$ cat src/rtl/cmp3_arbiter_pkg.sv
// Shared definitions for the round-robin 3-bit comparator arbiter.
// Latency: n/a (types and constants only).
// Backpressure: n/a.
package cmp3_arbiter_pkg;

  // Operand width of the shared comparator.
  localparam int OPW = 3;

  // Arbiter FSM: IDLE picks a winner, EVAL registers its compare result.
  typedef enum logic {
    ST_IDLE = 1'b0,
    ST_EVAL = 1'b1
  } state_t;

  // Result bundle, ordered {L,E,G}.
  typedef struct packed {
    logic l;
    logic e;
    logic g;
  } leg_t;

endpackage

$ cat src/rtl/cmp3_arbiter_core.sv
// Combinational 3-bit unsigned magnitude comparator (gate-level form).
// Latency: 0 cycles, purely combinational.
// Backpressure: none; outputs follow the inputs.
module cmp3_core
  import cmp3_arbiter_pkg::*;
(
  input  logic [OPW-1:0] a,
  input  logic [OPW-1:0] b,
  output logic           L,
  output logic           E,
  output logic           G
);

  // Per-bit equality terms, shared by all three outputs.
  logic [OPW-1:0] eq;

  assign eq = ~(a ^ b);

  // The most significant differing bit decides; lower bits only count when
  // every bit above them matches.
  assign G = (a[2] & ~b[2])
           | (eq[2] & a[1] & ~b[1])
           | (eq[2] & eq[1] & a[0] & ~b[0]);

  assign L = (~a[2] & b[2])
           | (eq[2] & ~a[1] & b[1])
           | (eq[2] & eq[1] & ~a[0] & b[0]);

  assign E = &eq;

endmodule

$ cat src/rtl/cmp3_arbiter.sv
// Round-robin arbiter sharing one registered 3-bit comparator among N requesters.
// Latency: grant one edge after an eligible request, done/result one edge after grant.
// Backpressure: one compare in flight; requests are not sampled during EVAL.
module cmp3_arbiter
  import cmp3_arbiter_pkg::*;
#(
  parameter  int N   = 4,
  localparam int IDW = $clog2(N)
) (
  input  logic             clk,
  input  logic             rst_n,
  input  logic [N-1:0]     req,
  input  logic [N-1:0]     req_mask,
  input  logic [OPW*N-1:0] a_in,
  input  logic [OPW*N-1:0] b_in,
  output logic [N-1:0]     gnt,
  output logic             busy,
  output logic             done,
  output logic [IDW-1:0]   res_id,
  output logic             L,
  output logic             E,
  output logic             G
);

  localparam logic [IDW:0]   NW   = (IDW+1)'(N);
  localparam logic [IDW-1:0] LAST = IDW'(N-1);

  state_t         state, state_nxt;
  logic [IDW-1:0] rr_ptr, rr_nxt;
  logic [IDW-1:0] win_r, win_nxt;
  logic [OPW-1:0] a_r, a_nxt;
  logic [OPW-1:0] b_r, b_nxt;
  logic [N-1:0]   gnt_nxt;
  logic           busy_nxt;
  logic           done_nxt;
  logic [IDW-1:0] res_id_nxt;
  leg_t           res_r, res_nxt;

  logic [OPW-1:0] a_arr [N];
  logic [OPW-1:0] b_arr [N];
  logic [IDW:0]   pick;
  logic           cmp_l, cmp_e, cmp_g;

  // First eligible requester at or above ptr, wrapping; MSB flags "found".
  function automatic logic [IDW:0] rr_pick(input logic [N-1:0]   elig,
                                           input logic [IDW-1:0] ptr);
    logic [IDW:0]   idx;
    logic           found;
    logic [IDW-1:0] sel;
    found = 1'b0;
    sel   = '0;
    for (int k = 0; k < N; k++) begin
      idx = {1'b0, ptr} + (IDW+1)'(k);
      if (idx >= NW) idx = idx - NW;
      if (!found && elig[idx[IDW-1:0]]) begin
        found = 1'b1;
        sel   = idx[IDW-1:0];
      end
    end
    return {found, sel};
  endfunction

  // Unpack the flat operand buses into per-requester lanes.
  always_comb begin
    for (int i = 0; i < N; i++) begin
      a_arr[i] = a_in[OPW*i +: OPW];
      b_arr[i] = b_in[OPW*i +: OPW];
    end
  end

  assign pick = rr_pick(req & req_mask, rr_ptr);

  // The single shared comparator always looks at the captured operands.
  cmp3_core u_core (
    .a (a_r),
    .b (b_r),
    .L (cmp_l),
    .E (cmp_e),
    .G (cmp_g)
  );

  assign L = res_r.l;
  assign E = res_r.e;
  assign G = res_r.g;

  // Next-state and next-output logic; results and pointer hold unless updated.
  always_comb begin
    state_nxt  = state;
    rr_nxt     = rr_ptr;
    win_nxt    = win_r;
    a_nxt      = a_r;
    b_nxt      = b_r;
    gnt_nxt    = '0;
    busy_nxt   = 1'b0;
    done_nxt   = 1'b0;
    res_id_nxt = res_id;
    res_nxt    = res_r;
    case (state)
      ST_IDLE: begin
        if (pick[IDW]) begin
          a_nxt     = a_arr[pick[IDW-1:0]];
          b_nxt     = b_arr[pick[IDW-1:0]];
          win_nxt   = pick[IDW-1:0];
          gnt_nxt   = {{(N-1){1'b0}}, 1'b1} << pick[IDW-1:0];
          busy_nxt  = 1'b1;
          state_nxt = ST_EVAL;
        end
      end
      ST_EVAL: begin
        done_nxt   = 1'b1;
        res_nxt    = '{l: cmp_l, e: cmp_e, g: cmp_g};
        res_id_nxt = win_r;
        rr_nxt     = (win_r == LAST) ? '0 : win_r + 1'b1;
        state_nxt  = ST_IDLE;
      end
      default: state_nxt = ST_IDLE;
    endcase
  end

  // State and output registers; reset drops any in-flight compare.
  always_ff @(posedge clk) begin
    if (!rst_n) begin
      state  <= ST_IDLE;
      rr_ptr <= '0;
      win_r  <= '0;
      a_r    <= '0;
      b_r    <= '0;
      gnt    <= '0;
      busy   <= 1'b0;
      done   <= 1'b0;
      res_id <= '0;
      res_r  <= '0;
    end else begin
      state  <= state_nxt;
      rr_ptr <= rr_nxt;
      win_r  <= win_nxt;
      a_r    <= a_nxt;
      b_r    <= b_nxt;
      gnt    <= gnt_nxt;
      busy   <= busy_nxt;
      done   <= done_nxt;
      res_id <= res_id_nxt;
      res_r  <= res_nxt;
    end
  end

endmodule
$ cat config.mk
export PLATFORM = sky130hd
export DESIGN_NAME = cmp3_arbiter
export DESIGN_NICKNAME = d
export VERILOG_FILES = /design/src/rtl/cmp3_arbiter_pkg.sv /design/src/rtl/cmp3_arbiter_core.sv /design/src/rtl/cmp3_arbiter.sv
export SDC_FILE = /design/constraint.sdc
export NUM_CORES = 1
export LEC_CHECK = 0
export ABC_AREA = 1
export CAP_MARGIN = 15
export CORE_ASPECT_RATIO = 1.5
export CORE_UTILIZATION = 45
export CTS_CLUSTER_DIAMETER = 100
export DETAILED_ROUTE_END_ITERATION = 10
export PLACE_DENSITY_LB_ADDON = 0.3
export SLEW_MARGIN = 5
export SYNTH_ARGS = -nofsm -noshare
export SYNTH_HDL_FRONTEND = slang
export SYNTH_SLANG_ARGS = --single-unit
$ cat constraint.sdc
create_clock -name clk -period 1.8 [get_ports clk]
set_input_delay 0.18 -clock clk [delete_from_list [all_inputs] [get_ports clk]]
set_output_delay 0.18 -clock clk [all_outputs]
set_load 0.05 [all_outputs]
# Yosys cells after proc, flatten, opt, wreduce, memory -nomap -nowiden
# Index checks and enable logic that the tools add are counted.
dict set report word_totals {
  input_bits 34
  register_bits 22
  wordCells 99
  out_inout_bits 11
}
dict set report classes {
  addsub 8
  shift 1
  eq_ne 1
  bitwise_logic 28
  order_cmp 9
  reduce_logical 10
  muxes 30
}
# operator count
set op_table {}
lappend op_table {{$mux W2} 9}
lappend op_table {{$bmux W3 S2} 2}
lappend op_table {{$ge A3 B3 Y1 const B} 4}
lappend op_table {{$lt A2 B3 Y1 const B} 4}
lappend op_table {{$mux W3} 4}
lappend op_table {{$and A1 B1 Y1} 11}
lappend op_table {{$mux W1} 10}
lappend op_table {{$not A1 Y1} 9}
lappend op_table {{$bmux W1 S2} 4}
lappend op_table {{$sub A2 B1 Y2 const B} 4}
lappend op_table {{$add A2 B2 Y3 const B} 2}
lappend op_table {{$and A4 B4 Y4} 1}
lappend op_table {{$or A1 B1 Y1} 4}
lappend op_table {{$shl A1 B2 Y4 const A} 1}
lappend op_table {{$add A2 B1 Y3 const B} 1}
lappend op_table {{$ge A2 B3 Y1 const B} 1}
lappend op_table {{$logic_and A1 B1 Y1} 3}
lappend op_table {{$logic_not A1 Y1} 3}
lappend op_table {{$not A2 Y3} 1}
lappend op_table {{$not A3 Y3} 1}
lappend op_table {{$reduce_and A3 Y1} 1}
lappend op_table {{$reduce_or A3 Y1} 1}
lappend op_table {{$xor A3 B3 Y3} 1}
lappend op_table {{$add A2 B1 Y2 const B} 1}
lappend op_table {{other kinds (4)} 4}

# Depth between registers and ports, before layout
dict set report logic_depth {
  ltp_word 18
  ltp_mapped 16
  depth_no_buf 14
}

# Cells and area by module
# Synthesis repeated with hierarchy kept, for this count alone.
dict set report unflattened {
  hier_cells 249
  hier_area_um2 1565.3
}
# module area_per_inst_um2 n_inst cells_each seq_area_each_um2
set modules_own_cells {}
lappend modules_own_cells {cmp3_arbiter 1442.6 1 225 420.4}
lappend modules_own_cells {cmp3_core 122.6 1 24 0.0}

# Worst setup path after synthesis
# OpenSTA, ideal clock, no wires.
dict set report synth_path {
  path_type {register to register}
  startpoint {register rr_ptr[0]}
  endpoint {register a_r[1]}
  path_buffers 2
  required_time_ns 1.691
  setup_time_ns 0.109
  synth_period_minus_slack_ns 1.612
  stages_incl_launch_ff 15
  arrival_ns 1.503
  setup_slack_ns 0.188
  cell_sequence {dfxtp_1 -> buf_6 -> inv_6 -> nand2_1 -> nand2_2 -> nand2_2 -> nand2_4 -> nand2_4 -> nand3_2 -> buf_2 -> nand4_1 -> nand3_2 -> nand3_1 -> nand2_1 -> inv_1}
}
dict set report synth_between {
  elab_chain_len 18
  word_cells_on_any_way 42
  classes_between {add/sub (7); order compare (4); mux (23); bitwise (1); reduce/logical (7)}
}
# item line
set synth_rtl {}
lappend synth_rtl {{from (decl)} cmp3_arbiter.sv:29} ;# logic [IDW-1:0] rr_ptr, rr_nxt;
lappend synth_rtl {{from (signal assigned)} cmp3_arbiter.sv:135} ;# rr_ptr <= rr_nxt;
lappend synth_rtl {{parallel branches: the longest is 18 deep, another holds $add A2 B1 Y3} --}
lappend synth_rtl {{to (signal assigned)} cmp3_arbiter.sv:137} ;# a_r <= a_nxt;
lappend synth_rtl {{to (decl)} cmp3_arbiter.sv:31} ;# logic [OPW-1:0] a_r, a_nxt;
# Parallel ways; which one is timed is not known. The select of a mux whose other input is x is not followed.
# A chain may end at the register's enable or synchronous reset.

# Worst setup path after layout
dict set report layout_path {
  startpoint {register rr_ptr[0]}
  endpoint {register b_r[2]}
}
dict set report layout_between {
  elab_chain_len 18
  word_cells_on_any_way 42
  classes_between {add/sub (7); order compare (4); mux (23); bitwise (1); reduce/logical (7)}
}
# item line
set layout_rtl {}
lappend layout_rtl {{parallel branches: the longest is 18 deep, another holds $add A2 B1 Y3} --}
lappend layout_rtl {{to (signal assigned)} cmp3_arbiter.sv:138} ;# b_r <= b_nxt;
lappend layout_rtl {{to (decl)} cmp3_arbiter.sv:32} ;# logic [OPW-1:0] b_r, b_nxt;
# Parallel ways; which one is timed is not known. The select of a mux whose other input is x is not followed.

==> results.sh <==
export IMPL_seq_area_sq_um=421.7
export IMPL_cts_htree_levels=1
export IMPL_post_place_ws_ns=-0.1908
export IMPL_hold_viol_final=0
export IMPL_yosysUniqueCellTypes=26
export IMPL_tns_ns=0
export IMPL_crit_buf_inv=4
export IMPL_whs_path_depth=2
export IMPL_portBuffers=44
export IMPL_clk_pin_slew_ns=0.07
export IMPL_cts_num_sinks=21
export IMPL_path_cells="buf_12 -> inv_12 -> nand2_1 -> nand2_4 -> nand2_4 -> nand2_4 -> nand3_1 -> o21ai_4 -> buf_4 -> nand3_2 -> nand3_1 -> nand2_1 -> inv_1"
export IMPL_grt_total_usage=0.2151
export IMPL_final_util=0.7264
export IMPL_die_w_um=48.83
export IMPL_nets=322
export IMPL_crit_type="flop to flop"
export IMPL_dpl_instance_area_sq_um=2061
export IMPL_cpPeakStageDelay_ns=0.33
export IMPL_first_global_vias=1527
export IMPL_min_from="win_r[1]"
export IMPL_overflow=0
export IMPL_rows=25
export IMPL_die_y_um=72.24
export IMPL_yosysSeqAreaShare=0.2840
export IMPL_diodes=0
export IMPL_holdPathEnd="res_id[1]"
export IMPL_pwr_share_comb=0.770
export IMPL_layout_min_cycle_time_ns=1.744
export IMPL_vias_per_cell=5.136
export IMPL_relSlewSlack=0.6581
export IMPL_yosysWarnings=0
export IMPL_synth_largest_area_cell="dfxtp_1"
export IMPL_synthTopCellsByArea="dfxtp_1, nand2_1, nand3_1"
export IMPL_initial_core_util=0.4732
export IMPL_drt_initial_drc_count=30
export IMPL_crit_fanout=10
export IMPL_yosys_area_top_type_share=0.2840
export IMPL_synth_area_per_cell_sq_um=6.698
export IMPL_synth_simple_gate_area_share=0.4658
export IMPL_regToRegEndpoint="b_r[2]"
export IMPL_cts_inserted_buffers=3
export IMPL_max_freq_mhz=573.4
export IMPL_ir_drop_v=0.001020
export IMPL_synth_adder_area_share=0.02536
export IMPL_final_layout_size_suffix_gt1_frac=0.2430
export IMPL_synth_compound_area_frac=0.07608
export IMPL_worst_slack_ns=0.05611
export IMPL_dr_max_layer_used="met4"
export IMPL_ioPinCount=45
export IMPL_synth_xor_area_share=0
export IMPL_fin_area_sq_um=2272
export IMPL_vias=1664
export IMPL_crit_path_end_kind="flop"
export IMPL_min_path_type="flop to flop"
export IMPL_cp_depth=13
export IMPL_cts_buffer_depth=2
export IMPL_powerDensity_nw_per_um2=1950
export IMPL_reg2reg_slack_ns=0.06
export IMPL_finalSetupViolations=0
export IMPL_synth_seq_cells=21
export IMPL_avgRoutedWirePerCell_um=11.83
export IMPL_drt_wl_total_um=3833
export IMPL_pwr_share_seq=0.159
export IMPL_netSwitchingFraction=0.5128
export IMPL_period_share=0.9688
export IMPL_dieArea_sq_um=3527
export IMPL_syn_inst=221
export IMPL_cp_slowest_cell="dfxtp_2"
export IMPL_met3_length_um=83
export IMPL_max_cap_violations=0
export IMPL_status="finished clean"
export IMPL_clkPwrFrac=0.070
export IMPL_ctsHoldBuffers=0
export IMPL_r2r_cells=13
export IMPL_clk_latency_ns=0.26
export IMPL_muxShareOfSynthArea=0
export IMPL_first_pass_iters=4
export IMPL_slew_viol_final=0
export IMPL_arrival_ns=1.96
export IMPL_cts_root_buffer="clkbuf_8"
export IMPL_p_leak_nw=1.108
export IMPL_area_delta_synth_final_pct=53.51
export IMPL_antenna_left=0
export IMPL_grt_pass1_wl_um=6009
export IMPL_synthesis_area_sq_um=1480
export IMPL_crit_required_ns=2.01
export IMPL_crit_path_start_kind="flop"
export IMPL_multi_input_area_sq_um=950.9
export IMPL_finClkSkew_ns=0.003465
export IMPL_fillers=270
export IMPL_gp_congestion=0.8393
export IMPL_drt_met1_wl_um=1462
export IMPL_rsz0062_at_grt="yes"
export IMPL_drc=0
export IMPL_dpl_hpwl_um=2832
export IMPL_synth_top_family_by_area="simple AND/OR/NAND/NOR gates"
export IMPL_grt_max_degree=15
export IMPL_intPower_mw=2.159
export IMPL_antenna_found_initial=0
export IMPL_synth_net_count=258
export IMPL_p_switching_mw=2.272
export IMPL_core_area_sq_um=3128
export IMPL_path_common_cell="nand2_4"
export IMPL_route_met2_wl_um=2243
export IMPL_worst_slew_pin_slew_ns=0.5113
export IMPL_cp_startpoint="rr_ptr[0]"
export IMPL_cp_top_family="simple AND/OR/NAND/NOR gates"
export IMPL_cts_tree="done"
export IMPL_regToRegStartpoint="rr_ptr[0]"
-- flip-flops by register name, indices dropped and copies added, names as in the netlist --
signal	count
G	1
gnt	4
L	1
res_id	2
done	1
win_r	2
busy	1
E	1
a_r	3
b_r	3
rr_ptr	2
-- timing repair --
action	in CTS	in global routing
gates cloned	0	2
endpoints found under the setup margin	2	9
setup buffers	0	2
gates resized for setup	1	34
pin swaps	0	17
hold endpoints to repair	0	0
-- Yosys cell counts --
library cell  instances
nand2_2              13
buf_12                1
o32ai_1               1
buf_2                 3
o21ai_0               3
inv_1                40
nand4_1              13
inv_2                 3
a21oi_1               9
buf_6                 1
nor3b_1               1
nand2_4               5
ha_1                  3
nor3_1                1
nand3_1              35
nand3_2               3
nand2_1              47
dfxtp_1              21
o21ai_4               1
clkbuf_1              1
nand4_4               1
a32o_1                1
nand3_4               1
inv_6                 1
a221oi_1              2
nor2_1               10
-- cell usage in the layout (no fill, tap or decap), types with 9 or more instances in the layout --
master,synthesis,final
a21oi_1,9,9
buf_4,0,15
clkdlybuf4s50_1,0,44
dfxtp_1,21,20
inv_1,40,39
nand2_1,47,40
nand2_2,13,15
nand2_4,5,9
nand3_1,35,28
nand3_2,3,9
nand4_1,13,13
nor2_1,10,10
-- tightest hold or removal path, delay by kind of cell, from the launching register on --
family           cells  cell delay (ns)
DFF                  1             0.33
and+or+nand+nor      2             0.11
-- how the worst max path moves through the flow --
stage	to	slack, ns
after floorplan	a_r[1]	0.19
after global placement	b_r[1]	-0.16
after detailed placement	b_r[1]	-0.19
after CTS	b_r[1]	0.002
after global routing	a_r[2]	-0.05
final	b_r[2]	0.06
-- cells by family after synthesis --
kind of cell             Yosys count
AO/OA/AOI/OAI                     17
adder cells (fa/ha/maj)            3
buffers and inverters             50
flip-flops                        21
AND/OR/NAND/NOR                  130
-- metal layers --
metal | track usage | vias to the layer above
li1 | - | 844
met1 | 0.2139 | 775
met2 | 0.4537 | 40
met3 | 0.01677 | 5
met4 | 0.06863 | 0
met5 | 0 | -
-- power by group through the flow --
stage	logic [mW]	clock network, mW	registers (mW)
floorplan	1.95	0	0.939
global placement	2.95	0	0.708
detailed placement	2.97	0	0.714
CTS	3.00	0.314	0.704
global route	3.74	0.329	0.724
finish	3.41	0.311	0.706
-- final cells by class --
cell class / count / area share
timing repair buffer: 64 / 0.2737
multi-input combinational: 151 / 0.4185
clock inverter: 1 / 0.002203
tap: 40 / 0.02203
inverter: 44 / 0.07985
sequential: 21 / 0.1856
clock buffer: 3 / 0.01817
-- metrics by stage --
stage / total power [mW] / std cells / hold slack (ns)
after floorplan: 2.888 / 221 / 0.4431
after global placement: 3.656 / 316 / 0.4598
after detailed placement: 3.689 / 316 / 0.4751
after CTS: 4.016 / 320 / 0.4835
after global routing: 4.793 / 324 / 0.5051
final: 4.431 / 324 / 0.4784
No activity file was read; power rests on OpenSTA's default activity.
